--- config.mk ---
export PLATFORM = sky130hd
export DESIGN_NAME = keypad_event_encoder
export DESIGN_NICKNAME = d
export VERILOG_FILES = /design/src/rtl/calc_kbd_pkg.sv /design/src/rtl/kbd_row_sync.sv /design/src/rtl/keypad_event_encoder.sv
export SDC_FILE = /design/constraint.sdc
export NUM_CORES = 1
export LEC_CHECK = 0
export CAP_MARGIN = 20
export CORE_ASPECT_RATIO = 1.4
export CORE_UTILIZATION = 40
export DETAILED_ROUTE_END_ITERATION = 7
export DONT_BUFFER_PORTS = 1
export SLEW_MARGIN = 20
export SYNTH_ARGS = -nofsm -noshare
export SYNTH_HDL_FRONTEND = slang
export SYNTH_SLANG_ARGS = --single-unit
--- constraint.sdc ---
create_clock -name clk -period 3.29 [get_ports clk]
set_input_delay 0.1645 -clock clk [delete_from_list [all_inputs] [get_ports clk]]
set_output_delay 0.1645 -clock clk [all_outputs]
set_load 0.01 [all_outputs]
--- src/rtl/calc_kbd_pkg.sv ---
// Shared types for the calculator keypad front end: FSM states, operator codes
// and the row/column key map.
package calc_kbd_pkg;

    typedef enum logic [1:0] {
        SCAN         = 2'd0,
        DEBOUNCE     = 2'd1,
        EMIT         = 2'd2,
        WAIT_RELEASE = 2'd3
    } kbd_state_t;

    localparam logic [1:0] OP_ADD = 2'b00;
    localparam logic [1:0] OP_SUB = 2'b01;
    localparam logic [1:0] OP_MUL = 2'b10;
    localparam logic [1:0] OP_DIV = 2'b11;

    typedef enum logic [1:0] {
        KC_NUM = 2'd0,
        KC_OP  = 2'd1,
        KC_CLR = 2'd2,
        KC_EQ  = 2'd3
    } key_class_t;

    typedef struct packed {
        key_class_t  cls;
        logic [3:0]  val;
    } key_entry_t;

    // Key map, indexed by {row, col}:
    //   r0: 1 2 3 +   r1: 4 5 6 -   r2: 7 8 9 *   r3: C 0 = /
    function automatic key_entry_t key_lookup(input logic [1:0] row, input logic [1:0] col);
        key_entry_t e;
        e = '{cls: KC_NUM, val: 4'd0};
        case ({row, col})
            4'h0: e = '{cls: KC_NUM, val: 4'd1};
            4'h1: e = '{cls: KC_NUM, val: 4'd2};
            4'h2: e = '{cls: KC_NUM, val: 4'd3};
            4'h3: e = '{cls: KC_OP,  val: {2'b00, OP_ADD}};
            4'h4: e = '{cls: KC_NUM, val: 4'd4};
            4'h5: e = '{cls: KC_NUM, val: 4'd5};
            4'h6: e = '{cls: KC_NUM, val: 4'd6};
            4'h7: e = '{cls: KC_OP,  val: {2'b00, OP_SUB}};
            4'h8: e = '{cls: KC_NUM, val: 4'd7};
            4'h9: e = '{cls: KC_NUM, val: 4'd8};
            4'hA: e = '{cls: KC_NUM, val: 4'd9};
            4'hB: e = '{cls: KC_OP,  val: {2'b00, OP_MUL}};
            4'hC: e = '{cls: KC_CLR, val: 4'd0};
            4'hD: e = '{cls: KC_NUM, val: 4'd0};
            4'hE: e = '{cls: KC_EQ,  val: 4'd0};
            4'hF: e = '{cls: KC_OP,  val: {2'b00, OP_DIV}};
        endcase
        return e;
    endfunction

    function automatic logic [1:0] cold_idx(input logic [3:0] r);
        logic [1:0] idx;
        case (r)
            4'b1101: idx = 2'd1;
            4'b1011: idx = 2'd2;
            4'b0111: idx = 2'd3;
            default: idx = 2'd0;
        endcase
        return idx;
    endfunction

endpackage

--- src/rtl/kbd_row_sync.sv ---
// Two-flop synchroniser for the asynchronous keypad row lines; idles at
// all-released (1111) out of reset.
module kbd_row_sync (
    input  logic       clk,
    input  logic       resetn,
    input  logic [3:0] row_n,
    output logic [3:0] row_s
);

    logic [3:0] meta;

    always_ff @(posedge clk or negedge resetn) begin
        if (!resetn) begin
            meta  <= 4'hF;
            row_s <= 4'hF;
        end else begin
            meta  <= row_n;
            row_s <= meta;
        end
    end

endmodule

--- src/rtl/keypad_event_encoder.sv ---
// 4x4 keypad scanner/debouncer producing one registered event pulse per accepted press.
//   state        | meaning
//   SCAN         | rotate one-cold column drive, sample rows on last dwell cycle
//   DEBOUNCE     | column frozen, count consecutive matches of the candidate row
//   EMIT         | one cycle, event pulse and digit/op_code update visible
//   WAIT_RELEASE | column frozen, count consecutive all-released cycles
module keypad_event_encoder
    import calc_kbd_pkg::*;
#(
    parameter int SCAN_DIV = 1000,
    parameter int DEB_CNT  = 20
) (
    input  logic       clk,
    input  logic       resetn,
    input  logic [3:0] row_n,
    output logic [3:0] col_n,
    output logic       num,
    output logic       OP,
    output logic       C,
    output logic       EQ,
    output logic [3:0] digit,
    output logic [1:0] op_code,
    output logic       key_busy
);

    localparam int DWELL_W = $clog2(SCAN_DIV);
    localparam int DEB_W   = $clog2(DEB_CNT + 1);

    localparam logic [DWELL_W-1:0] DWELL_LAST = DWELL_W'(SCAN_DIV - 1);
    localparam logic [DEB_W-1:0]   DEB_DONE   = DEB_W'(DEB_CNT);
    localparam logic [DEB_W-1:0]   DEB_MAX    = '1;

    kbd_state_t         state, state_nx;
    logic [DWELL_W-1:0] dwell, dwell_nx;
    logic [DEB_W-1:0]   deb, deb_nx, deb_inc;
    logic [1:0]         col_idx, col_nx;
    logic [1:0]         cand_row, cand_row_nx;
    logic [1:0]         cand_col, cand_col_nx;
    logic [3:0]         row_s;
    logic [3:0]         cand_pat;
    logic               emit_go;
    key_entry_t         key_cur;

    kbd_row_sync u_row_sync (
        .clk    (clk),
        .resetn (resetn),
        .row_n  (row_n),
        .row_s  (row_s)
    );

    assign col_n    = ~(4'b0001 << col_idx);
    assign cand_pat = ~(4'b0001 << cand_row);
    assign key_busy = (state != SCAN);
    assign deb_inc  = (deb == DEB_MAX) ? deb : deb + DEB_W'(1);
    assign key_cur  = key_lookup(cand_row, cand_col);

    always_ff @(posedge clk or negedge resetn) begin
        if (!resetn) state <= SCAN;
        else         state <= state_nx;
    end

    always_comb begin
        state_nx    = state;
        dwell_nx    = dwell;
        deb_nx      = deb;
        col_nx      = col_idx;
        cand_row_nx = cand_row;
        cand_col_nx = cand_col;
        case (state)
            SCAN: begin
                if (dwell == DWELL_LAST) begin
                    dwell_nx = '0;
                    // Zero or multiple low rows are ambiguous; only a single key is a candidate.
                    if ($onehot(~row_s)) begin
                        cand_row_nx = cold_idx(row_s);
                        cand_col_nx = col_idx;
                        deb_nx      = '0;
                        state_nx    = DEBOUNCE;
                    end else begin
                        col_nx = col_idx + 2'd1;
                    end
                end else begin
                    dwell_nx = dwell + DWELL_W'(1);
                end
            end
            DEBOUNCE: begin
                if (row_s == cand_pat) begin
                    deb_nx = deb_inc;
                    if (deb_inc == DEB_DONE) begin
                        deb_nx   = '0;
                        state_nx = EMIT;
                    end
                end else begin
                    deb_nx   = '0;
                    dwell_nx = '0;
                    col_nx   = col_idx + 2'd1;
                    state_nx = SCAN;
                end
            end
            EMIT: begin
                deb_nx   = '0;
                state_nx = WAIT_RELEASE;
            end
            WAIT_RELEASE: begin
                if (row_s == 4'hF) begin
                    deb_nx = deb_inc;
                    if (deb_inc == DEB_DONE) begin
                        deb_nx   = '0;
                        dwell_nx = '0;
                        col_nx   = col_idx + 2'd1;
                        state_nx = SCAN;
                    end
                end else begin
                    deb_nx = '0;
                end
            end
            default: state_nx = SCAN;
        endcase
    end

    // Pulses are registered on entry to EMIT so they are high exactly while in EMIT.
    assign emit_go = (state == DEBOUNCE) && (state_nx == EMIT);

    always_ff @(posedge clk or negedge resetn) begin
        if (!resetn) begin
            dwell    <= '0;
            deb      <= '0;
            col_idx  <= 2'd0;
            cand_row <= 2'd0;
            cand_col <= 2'd0;
            num      <= 1'b0;
            OP       <= 1'b0;
            C        <= 1'b0;
            EQ       <= 1'b0;
            digit    <= 4'd0;
            op_code  <= OP_ADD;
        end else begin
            dwell    <= dwell_nx;
            deb      <= deb_nx;
            col_idx  <= col_nx;
            cand_row <= cand_row_nx;
            cand_col <= cand_col_nx;
            num      <= emit_go && (key_cur.cls == KC_NUM);
            OP       <= emit_go && (key_cur.cls == KC_OP);
            C        <= emit_go && (key_cur.cls == KC_CLR);
            EQ       <= emit_go && (key_cur.cls == KC_EQ);
            if (emit_go && (key_cur.cls == KC_NUM)) digit   <= key_cur.val;
            if (emit_go && (key_cur.cls == KC_OP))  op_code <= key_cur.val[1:0];
        end
    end

endmodule
==> flow_summary.yaml <==
synthesis:
  synth_top_cell_by_area: "dfrtp_1"
  yosys_warnings: 0
  ys.flop_type: "dfrtp_1"
  async_flop_share_pct: 100
  synth_area_per_cell_um2: 9.97
  synth_cell_types: 44
  synth_most_common_cell: "dfrtp_1"
  syn-num-nets: 245
  synthTopCellsByArea: "dfrtp_1, dfstp_2, ha_1"
  synth_top_cell_area_share_pct: 37.0
  synth_enable_flop_cells: 0
  ys_ff_latch: 41
  ys_seq_area_share_pct: 46.4
  synthTopCellsByCount: "dfrtp_1, nand2_1, inv_1, o21ai_0"
  synth_cells: 224
  synthesis.area_um2: 2230
final_layout:
  register_area_um2: 1040
  nFillCells: 534
  drive_above_1_share_pct: 13.2
  area_growth_pct: 10.8
  num-nets-final: 254
  design_area_um2: 2470
  multi_input_area_um2: 1080
  diodes: 0
worst_setup_path:
  rr_startpoint: "u_row_sync.row_s[3]"
  crit_start: "u_row_sync.row_s[3]"
  critPathRequiredTime_ns: 3.51
  cp-start-kind: "flip-flop"
  cp_num_buf_inv: 1
  crit_type: "reg2reg"
  path_cells: "fa_1, inv_1, ha_1, ha_1, nor2_1, nand2_1, nor3b_1, nand3_1, o21ai_0"
  slowest_stage: "nor3b_1"
  path_delay_family: "simple AND/OR/NAND/NOR gates"
  cp.arrival_ns: 2.79
  critical_path_peak_fanout: 8
  critPathCaptureType: "flip-flop"
  cp_common_cell: "ha_1"
  slowest_delay_ns: 0.61
clock_network:
  clk_path_buf_depth: 2
  cts_resized: 0
  clock_sinks: 41
  ctsHoldBuffers: 6
  postCtsSetupBuffers: 0
  path_clk_slew_ns: 0.08
  cts.root.buffer_cell: "clkbuf_8"
  cts_buffers: 5
  htree_levels: 2
  insertion_delay_ns: 0.29
  cts_tree: "done"
power:
  ir_drop_v: 0.000285
  p_leak_nw: 1.11
  p_per_area_nw_per_um2: 393
floorplanning:
  core_um2: 5280
  die-height_um: 90.4
  die_w_um: 65.2
  die_area_um2: 5890
  row_count: 31
  ioPinCount: 21
  initial_core_util_pct: 42.3
place:
  dp_hpwl_mm: 3.04
  postPlaceCellArea_um2: 2290
  gp_congestion: 0.802
  portBuffers: 0
global_routing:
  antenna_found_initial: 0
  track_usage_pct: 15.9
  grt_pass1_vias: 1535
  grt_overflow: 0
  grt_pass1_wl_mm: 7.24
  grt_max_degree: 42
timing:
  finClkSkew_ns: 0.00500
  fin_crit_ns: 2.57
  fin_tns_setup_ns: 0
  fmax_mhz: 389
  hold_viol: 0
  setup_viol: 0
  maxSlewViolCount: 0
  grt_setup_unrepaired: "no"
  slew_headroom_pct: 51.2
  post-route-period-util_pct: 78.2
  tightest_slew_ns: 0.731
drt:
  wl_per_cell_um: 14.2
  drt_iter0_markers: 55
  num_vias: 1625
  dr.pass1.iters: 4
  drc: 0
  drt_wl_total_mm: 4.26
  routed_via_density: 5.42
  antenna_left: 0
run:
  drv_cap: 0
min_path:
  min_path_type: "in2async"
outcome:
  status: "finished clean"
worst reg2reg max path: cells and delay by family (launching register included):
kind	cells	cell delay, ns
AOI/OAI and AO/OA	1	0.11
buffers and inverters	1	0.06
DFF	1	0.60
adders and majority gates	3	0.76
and+or+nand+nor	4	0.97
worst paths after layout:
path / cells after the start / end / slack [ns]
min in group clk: 0 / u_row_sync.row_s[2] / 0.36
setup reg to reg: 9 / cand_row[0] / 0.72
setup / recovery: 9 / cand_row[0] / 0.72
max in group asynchronous: 2 / u_row_sync.meta[1] / 2.69
hold reg to reg: 0 / u_row_sync.row_s[2] / 0.36
hold / removal: 2 / deb[2] / 0.34
report_power, final:
part / internal [mW] / switching (mW)
Combinational: 0.0144 / 0.0192
Clock: 0.247 / 0.174
Sequential: 0.513 / 0.00520
Total: 0.774 / 0.198
state kept, by name, indices dropped and copies added (netlist names), 2 cells and up:
name,cells
state,2
digit,4
cand_row,2
u_row_sync.row_s,4
op_code,2
dwell,10
col_idx,2
deb,5
cand_col,2
u_row_sync.meta,4
cell type report:
type                    instances  area share (%)
flip-flops and latches         41            41.9
multi-input cells             157            43.8
repair buffers                  7            3.14
clock buffers                   7            3.49
clock inverters                 1            1.21
inverters                      21            3.19
well taps                      66            3.34
routing by layer:
metal,track usage (%),routed length (um),vias to the layer above
met4,7.61,122,0
met1,20.2,1930,780
met5,0,0,-
li1,-,-,809
met3,2.78,117,10
met2,25.8,2090,26
layout by cell type, fill, tap and decap left out, types with 2 or more instances in the layout:
cell / instances
ha_1: 14
dfrtp_1: 33
nand3b_1: 3
nand2_1: 25
o22ai_1: 2
mux2_2: 9
and4_1: 2
nor3b_1: 2
o31ai_1: 4
a31oi_1: 10
inv_1: 21
xor2_1: 2
a21oi_1: 5
xnor2_1: 2
and3_1: 4
mux2i_1: 3
clkbuf_8: 6
o21ai_0: 15
nor2_1: 14
dlygate4sd3_1: 5
nor3_1: 6
nand3_1: 12
nand2b_1: 3
dfstp_2: 8
or3_1: 2
through the flow:
stage	instances	power [mW]	hold slack (ns)	util, %	setup WS, ns
after floorplan	224	0.540	-0.131	-	0.963
after global placement	286	0.544	-0.130	43.4	0.783
after detailed placement	286	0.545	-0.130	43.4	0.707
after CTS	300	0.991	0.356	46.9	0.699
after global routing	300	1.00	0.360	46.9	0.431
final	300	0.973	0.342	46.9	0.717
kinds of logic after synthesis:
family | count (synthesis) | share of synthesized area, %
and+or+nand+nor | 81 | 19.3
AOI/OAI and AO/OA | 45 | 13.0
DFF | 41 | 46.4
buffers and inverters | 26 | 5.15
adders and majority gates | 15 | 8.74
muxes | 12 | 5.88
xor gates and xnor gates | 4 | 1.57
No activity file was read; power rests on OpenSTA's default activity.
